$ cat src/rtl/conv_window_gen_pkg.sv
// Shared types and defaults for the 3x3 convolution window generator.
package conv_window_gen_pkg;

    localparam int unsigned DATA_W_DFLT = 8;
    localparam int unsigned WIN_N       = 9;

    typedef enum logic [1:0] {
        ST_IDLE = 2'd0,
        ST_RUN  = 2'd1,
        ST_FIN  = 2'd2
    } state_e;

endpackage

$ cat src/rtl/conv_window_gen_line_buffer.sv
// One image row of pixel storage: single address, write on the rising edge,
// read data reflects the addressed entry (address is a register upstream).
module line_buffer #(
    parameter int unsigned DEPTH  = 28,
    parameter int unsigned WIDTH  = 8,
    parameter int unsigned ADDR_W = (DEPTH > 1) ? $clog2(DEPTH) : 1
) (
    input  logic              clk,
    input  logic              we_i,
    input  logic [ADDR_W-1:0] addr_i,
    input  logic [WIDTH-1:0]  wdata_i,
    output logic [WIDTH-1:0]  rdata_o
);

    logic [WIDTH-1:0] mem_q [DEPTH];

    // Contents are not reset: every entry is rewritten before it reaches a window.
    always_ff @(posedge clk) begin
        if (we_i) begin
            mem_q[addr_i] <= wdata_i;
        end
    end

    assign rdata_o = mem_q[addr_i];

endmodule

$ cat src/rtl/conv_window_gen.sv
// Streams a raster frame in and emits every fully-populated 3x3 window with
// valid/ready flow control on both sides.
module conv_window_gen
    import conv_window_gen_pkg::*;
#(
    parameter int unsigned DATA_W = DATA_W_DFLT,
    parameter int unsigned IMG_W  = 28,
    parameter int unsigned IMG_H  = 28
) (
    input  logic                      clk,
    input  logic                      rst,
    input  logic                      start,
    input  logic                      in_valid,
    input  logic [DATA_W-1:0]         in_data,
    output logic                      in_ready,
    output logic                      win_valid,
    output logic [WIN_N*DATA_W-1:0]   win_data,
    input  logic                      win_ready,
    output logic                      busy,
    output logic                      done
);

    localparam int unsigned COL_W = (IMG_W > 1) ? $clog2(IMG_W) : 1;
    localparam int unsigned ROW_W = (IMG_H > 1) ? $clog2(IMG_H) : 1;

    state_e                          state_q, state_d;
    logic [COL_W-1:0]                col_q, col_d;
    logic [ROW_W-1:0]                row_q, row_d;
    logic                            all_in_q, all_in_d;
    logic                            win_valid_q, win_valid_d;
    logic [WIN_N-1:0][DATA_W-1:0]    win_q, win_d;
    logic                            busy_q, done_q;
    logic                            px_fire, win_fire, last_col, last_px;
    logic [DATA_W-1:0]               row1_rd, row2_rd;

    // in_ready looks at win_ready so a full pipeline can still accept when draining.
    assign in_ready  = (state_q == ST_RUN) && !all_in_q && (!win_valid_q || win_ready);
    assign px_fire   = in_valid && in_ready;
    assign win_fire  = win_valid_q && win_ready;
    assign last_col  = (col_q == COL_W'(IMG_W - 1));
    assign last_px   = last_col && (row_q == ROW_W'(IMG_H - 1));

    assign win_valid = win_valid_q;
    assign win_data  = win_q;
    assign busy      = busy_q;
    assign done      = done_q;

    line_buffer #(.DEPTH(IMG_W), .WIDTH(DATA_W), .ADDR_W(COL_W)) u_lb_row1 (
        .clk     (clk),
        .we_i    (px_fire),
        .addr_i  (col_q),
        .wdata_i (in_data),
        .rdata_o (row1_rd)
    );

    line_buffer #(.DEPTH(IMG_W), .WIDTH(DATA_W), .ADDR_W(COL_W)) u_lb_row2 (
        .clk     (clk),
        .we_i    (px_fire),
        .addr_i  (col_q),
        .wdata_i (row1_rd),
        .rdata_o (row2_rd)
    );

    always_ff @(posedge clk or negedge rst) begin
        if (!rst) begin
            state_q     <= ST_IDLE;
            col_q       <= '0;
            row_q       <= '0;
            all_in_q    <= 1'b0;
            win_valid_q <= 1'b0;
            win_q       <= '0;
            busy_q      <= 1'b0;
            done_q      <= 1'b0;
        end else begin
            state_q     <= state_d;
            col_q       <= col_d;
            row_q       <= row_d;
            all_in_q    <= all_in_d;
            win_valid_q <= win_valid_d;
            win_q       <= win_d;
            busy_q      <= (state_d != ST_IDLE);
            done_q      <= (state_d == ST_FIN);
        end
    end

    always_comb begin
        state_d     = state_q;
        col_d       = col_q;
        row_d       = row_q;
        all_in_d    = all_in_q;
        win_valid_d = win_valid_q;
        win_d       = win_q;

        case (state_q)
            ST_IDLE: begin
                if (start) begin
                    state_d     = ST_RUN;
                    col_d       = '0;
                    row_d       = '0;
                    all_in_d    = 1'b0;
                    win_valid_d = 1'b0;
                end
            end
            ST_RUN: begin
                if (win_fire) begin
                    win_valid_d = 1'b0;
                end
                if (px_fire) begin
                    // Shift one column left; new right column is {row-2, row-1, pixel}.
                    for (int r = 0; r < 3; r++) begin
                        win_d[3*r]     = win_q[3*r + 1];
                        win_d[3*r + 1] = win_q[3*r + 2];
                    end
                    win_d[2] = row2_rd;
                    win_d[5] = row1_rd;
                    win_d[8] = in_data;

                    if (row_q >= ROW_W'(2) && col_q >= COL_W'(2)) begin
                        win_valid_d = 1'b1;
                    end
                    if (last_col) begin
                        col_d = '0;
                        row_d = last_px ? '0 : row_q + ROW_W'(1);
                    end else begin
                        col_d = col_q + COL_W'(1);
                    end
                    if (last_px) begin
                        all_in_d = 1'b1;
                    end
                end
                // Once every pixel is in, the only pending window is the last one.
                if (win_fire && all_in_q) begin
                    state_d = ST_FIN;
                end
            end
            ST_FIN: begin
                state_d = ST_IDLE;
            end
            default: begin
                state_d = ST_IDLE;
            end
        endcase
    end

endmodule
$ cat config.mk
export PLATFORM = sky130hd
export DESIGN_NAME = conv_window_gen
export DESIGN_NICKNAME = d
export VERILOG_FILES = /design/src/rtl/conv_window_gen_pkg.sv /design/src/rtl/conv_window_gen_line_buffer.sv /design/src/rtl/conv_window_gen.sv
export SDC_FILE = /design/constraint.sdc
export NUM_CORES = 1
export LEC_CHECK = 0
export CAP_MARGIN = 15
export CORE_MARGIN = 8
export CORE_UTILIZATION = 54
export DETAILED_ROUTE_END_ITERATION = 16
export PLACE_DENSITY = 0.75
export SLEW_MARGIN = 20
export SYNTH_ARGS = -nofsm -noshare
export SYNTH_HDL_FRONTEND = slang
export SYNTH_SLANG_ARGS = --single-unit
$ cat constraint.sdc
create_clock -name clk -period 2.3 [get_ports clk]
set_input_delay 0.46 -clock clk [delete_from_list [all_inputs] [get_ports clk]]
set_output_delay 0.46 -clock clk [all_outputs]
set_load 0.005 [all_outputs]
==> parameters.txt <==
Parameter                              Value

Synthesis
  Synthesis Warnings ... 0
  Xor and xnor fraction of the mapped netlist area ... 0.0840%
  Sequential-to-total area share from yosys stat ... 75.0%
  Mapped Nets ... 1220
  Top FF cell, synth ... edfxtp_1
  Fraction of the mapped netlist area in compound gates ... 3.86%
  Syn Std Cell Area ... 0.0209 mm2
  Synth Area in Adders ... 0.360%
  Syn avg cell area ... 17.4 um2
  Simple-gate share of the synthesized area ... 6.29%
  Mux cell area share after synthesis ... 12.4%
  Post-synth EDFFs ... 448
  Share of async-settable or async-resettable flops after synthesis ... 16.4%
  Largest family of logic cells by synthesized area ... multiplexers
  Post-Syn Instances ... 1201
  Number of unique standard cell types used by synthesis ... 65
  Synthesis-stage register bit count ... 536

Cells and area
  Diode count ... 0
  Fin util ... 68.7%
  Ratio of cells with drive above 1 in the final layout ... 27.0%
  Commonest non-fill, non-tap cell in the layout ... edfxtp_1
  Layout overhead on the synthesized area ... 26.3%
  Register Area ... 0.0157 mm2
  Filler cell count in the final layout ... 2411
  Final nets ... 1509
  Commonest non-fill, non-tap cells in the layout ... edfxtp_1 (448), nand2_1 (187), buf_4 (142)
  Multi-input gate area ... 0.00512 mm2
  Number of standard cells in the final layout excluding fillers ... 2050

Detailed routing
  WL/cell ... 27.1 um
  Post-route ant nets ... 0
  Number of vias per cell ... 6.16
  Number of vias in the routed layout ... 12600
  Post-Route WL ... 55500 um
  Number of detailed-route iterations in the first pass ... 8
  Remaining DRCs ... 0
  Starting DRT DRC Count ... 1589

GRT
  Number of global-route vias before repair ... 12600
  Number of antenna violations at the first check in global routing ... 2
  Maximum number of pins on one net before global-route repair ... 55
  Overall track demand over capacity in global routing ... 23.9%
  Final global-route overflow total ... 0
  Global-route wire length before repair ... 79500 um

Placement
  Final weighted congestion of routability-driven global placement ... 0.939
  Placed instance count ... 1923
  Buffers on Ports ... 88
  Post-detailed-placement half-perimeter wirelength ... 34100 um
  Placement-stage worst setup slack ... -271 ps

STA
  Hold Vio Cnt, Final ... 0
  Endpoints failing setup ... 107
  Achievable Freq ... 420 MHz
  Setup Skew ... 22.5 ps
  Slew Limit Fails ... 0
  Tightest slew margin relative to the limit ... 37.0%
  Transition at the pin with the smallest max-transition slack ... 940 ps
  RSZ-0062 raised after global routing ... yes
  Period utilization ... 104%
  Final worst slack ... -80.6 ps
  Setup total negative slack ... -3210 ps
  Post-route minimum period ... 2380 ps

Floorplan
  X dimension of the die ... 213 um
  I/O pin count ... 89
  Overall die height ... 213 um
  Die Outline Area ... 0.0452 mm2
  Placeable core region ... 0.0384 mm2
  Initial core utilization ... 54.4%
  Site row count ... 72

Status
  Failing checks ... negative setup slack
  Outcome ... finished, violations left

Critical path
  Critical Path Sink Type ... flop
  Critical path cell sequence ... buf_12 > buf_6 > mux4_2 > and3_4 > a31oi_4 > nand3_4 > buf_12 > mux2_4
  Most used cell along the critical path ... buf_12
  Critical path launch point type ... flop
  Crit Reg-Reg Startpoint ... col_q[3]
  Data arrival time of the critical path ... 2850 ps
  Crit-path max FO ... 17
  Data required time of the critical path ... 2770 ps
  Start-to-end type of the worst setup path ... reg2reg
  Slowest-stage cell, CP ... dfrtp_1
  Launch point of the worst path ... col_q[3]
  Delay contributed by the slowest stage of the critical path ... 400 ps

Pwr
  Leakage ... 9.56 nW
  Total power consumption of the routed design ... 38.1 mW
  Maximum vdd ir drop ... 847 uV
  PD cells ... 1450 mW/mm2

CTS
  Root buffer cell ... clkbuf_16
  CTS Sinks ... 536
  Num CTS Buffers ... 52
  CTS tree ... done
  CTS clock-pin slew for the worst setup and hold paths ... 60 ps
  Maximum number of buffers from clock root to sink ... 3
  Insertion delay to the later sink of the worst-skew pair ... 600 ps
  CTS H-tree lvls ... 2

Worst hold path
  Worst min-delay path class ... in2async

Flow run
  Number of maximum-capacitance violations ... 0
-- per-stage QoR --
step                cell area (um2)  hold slack (ps)
floorplan                     20900              164
global placement              23900              457
detailed placement            23900              461
CTS                           25900              443
global route                  26300              473
finish                        26300              433
-- synthesized netlist by cell type (4+ instances only) --
| library cell | n | share of area (%) |
|---|---|---|
| a22oi_1 | 22 | 0.79 |
| mux4_2 | 59 | 6.4 |
| buf_6 | 5 | 0.27 |
| mux2_2 | 6 | 0.32 |
| nand2b_1 | 5 | 0.15 |
| a311oi_1 | 5 | 0.21 |
| nand2_1 | 188 | 3.4 |
| a211oi_1 | 6 | 0.22 |
| o21ai_0 | 9 | 0.22 |
| nand3_1 | 22 | 0.53 |
| inv_1 | 7 | 0.13 |
| dfrtp_1 | 88 | 11 |
| clkbuf_1 | 17 | 0.31 |
| mux2i_1 | 95 | 4.6 |
| or4_1 | 5 | 0.18 |
| buf_1 | 5 | 0.090 |
| mux2_4 | 6 | 0.43 |
| mux4_1 | 6 | 0.76 |
| a21oi_1 | 13 | 0.31 |
| nor2b_1 | 6 | 0.18 |
| and3_1 | 4 | 0.12 |
| a31oi_1 | 5 | 0.15 |
| buf_2 | 24 | 0.58 |
| ha_1 | 6 | 0.36 |
| edfxtp_1 | 448 | 64 |
| o22ai_1 | 30 | 0.90 |
| o211ai_1 | 4 | 0.14 |
| buf_4 | 8 | 0.29 |
| nor2_1 | 44 | 0.79 |
-- worst max-delay path: cells and delay by family (launching register included) --
kind	cells	cell delay, ps
simple gates	2	420
flops	1	400
buf+inv	3	570
compound gates	1	260
mux	2	570
-- area by class of cell --
| cell class | instances | area share, % |
|---|---|---|
| clock inverters | 18 | 0.532 |
| well taps | 518 | 2.46 |
| multi-input cells | 596 | 19.4 |
| inverters | 7 | 0.0997 |
| repair buffers | 297 | 12.2 |
| flip-flops and latches | 536 | 59.4 |
| clock buffers | 78 | 5.78 |
-- timing repair --
item                       in CTS  in global routing
buffers inserted               11                  9
cloned                          5                  7
hold endpoints to repair       43                  0
setup endpoints to repair     260                256
pin swaps                       5                 11
gates resized for setup        33                 54
hold buffers                    1                  0
-- sequential cells by signal, indices dropped and copies added (netlist names) --
name	flops
all_in_q	1
win_valid	1
state_q	2
row_q	5
done	1
busy	1
win_data	72
col_q	5
u_lb_row2.mem_q	224
u_lb_row1.mem_q	224
-- where the power goes --
part / switching, mW / internal (mW) / total [mW]
Sequential: 0.719 / 13.3 / 14.0
Clock: 3.52 / 4.78 / 8.31
Combinational: 8.19 / 7.59 / 15.8
Total: 12.4 / 25.7 / 38.1
-- per-layer routing --
| layer | share of wire [%] | track usage (%) | vias to the layer above |
|---|---|---|---|
| met5 | 0.0018 | 0 | - |
| met3 | 11 | 5.28 | 146 |
| met2 | 47 | 38.0 | 816 |
| li1 | - | - | 5257 |
| met4 | 4.6 | 10.6 | 2 |
| met1 | 37 | 31.6 | 6412 |
-- worst paths after layout --
kind / endpoint / slack [ps] / cells past startpoint
worst max register to register: win_data[44] / -80 / 8
max in group asynchronous: win_data[42] / 1220 / 3
min in group clk: win_data[7] / 470 / 2
worst max-delay path: win_data[44] / -80 / 8
worst min-delay path: busy / 430 / 2
worst min register to register: win_data[7] / 470 / 2
-- cells by family (layout without fill, tap and decap cells) --
kind of cell,Yosys count,in the layout
DFF,536,536
and+or+nand+nor,300,300
muxes,172,172
AOI/OAI and AO/OA,116,116
buffers and inverters,69,400
adders and majority gates,6,6
xor gates and xnor gates,2,2
Note: power is estimated with default switching activity, not from simulation.
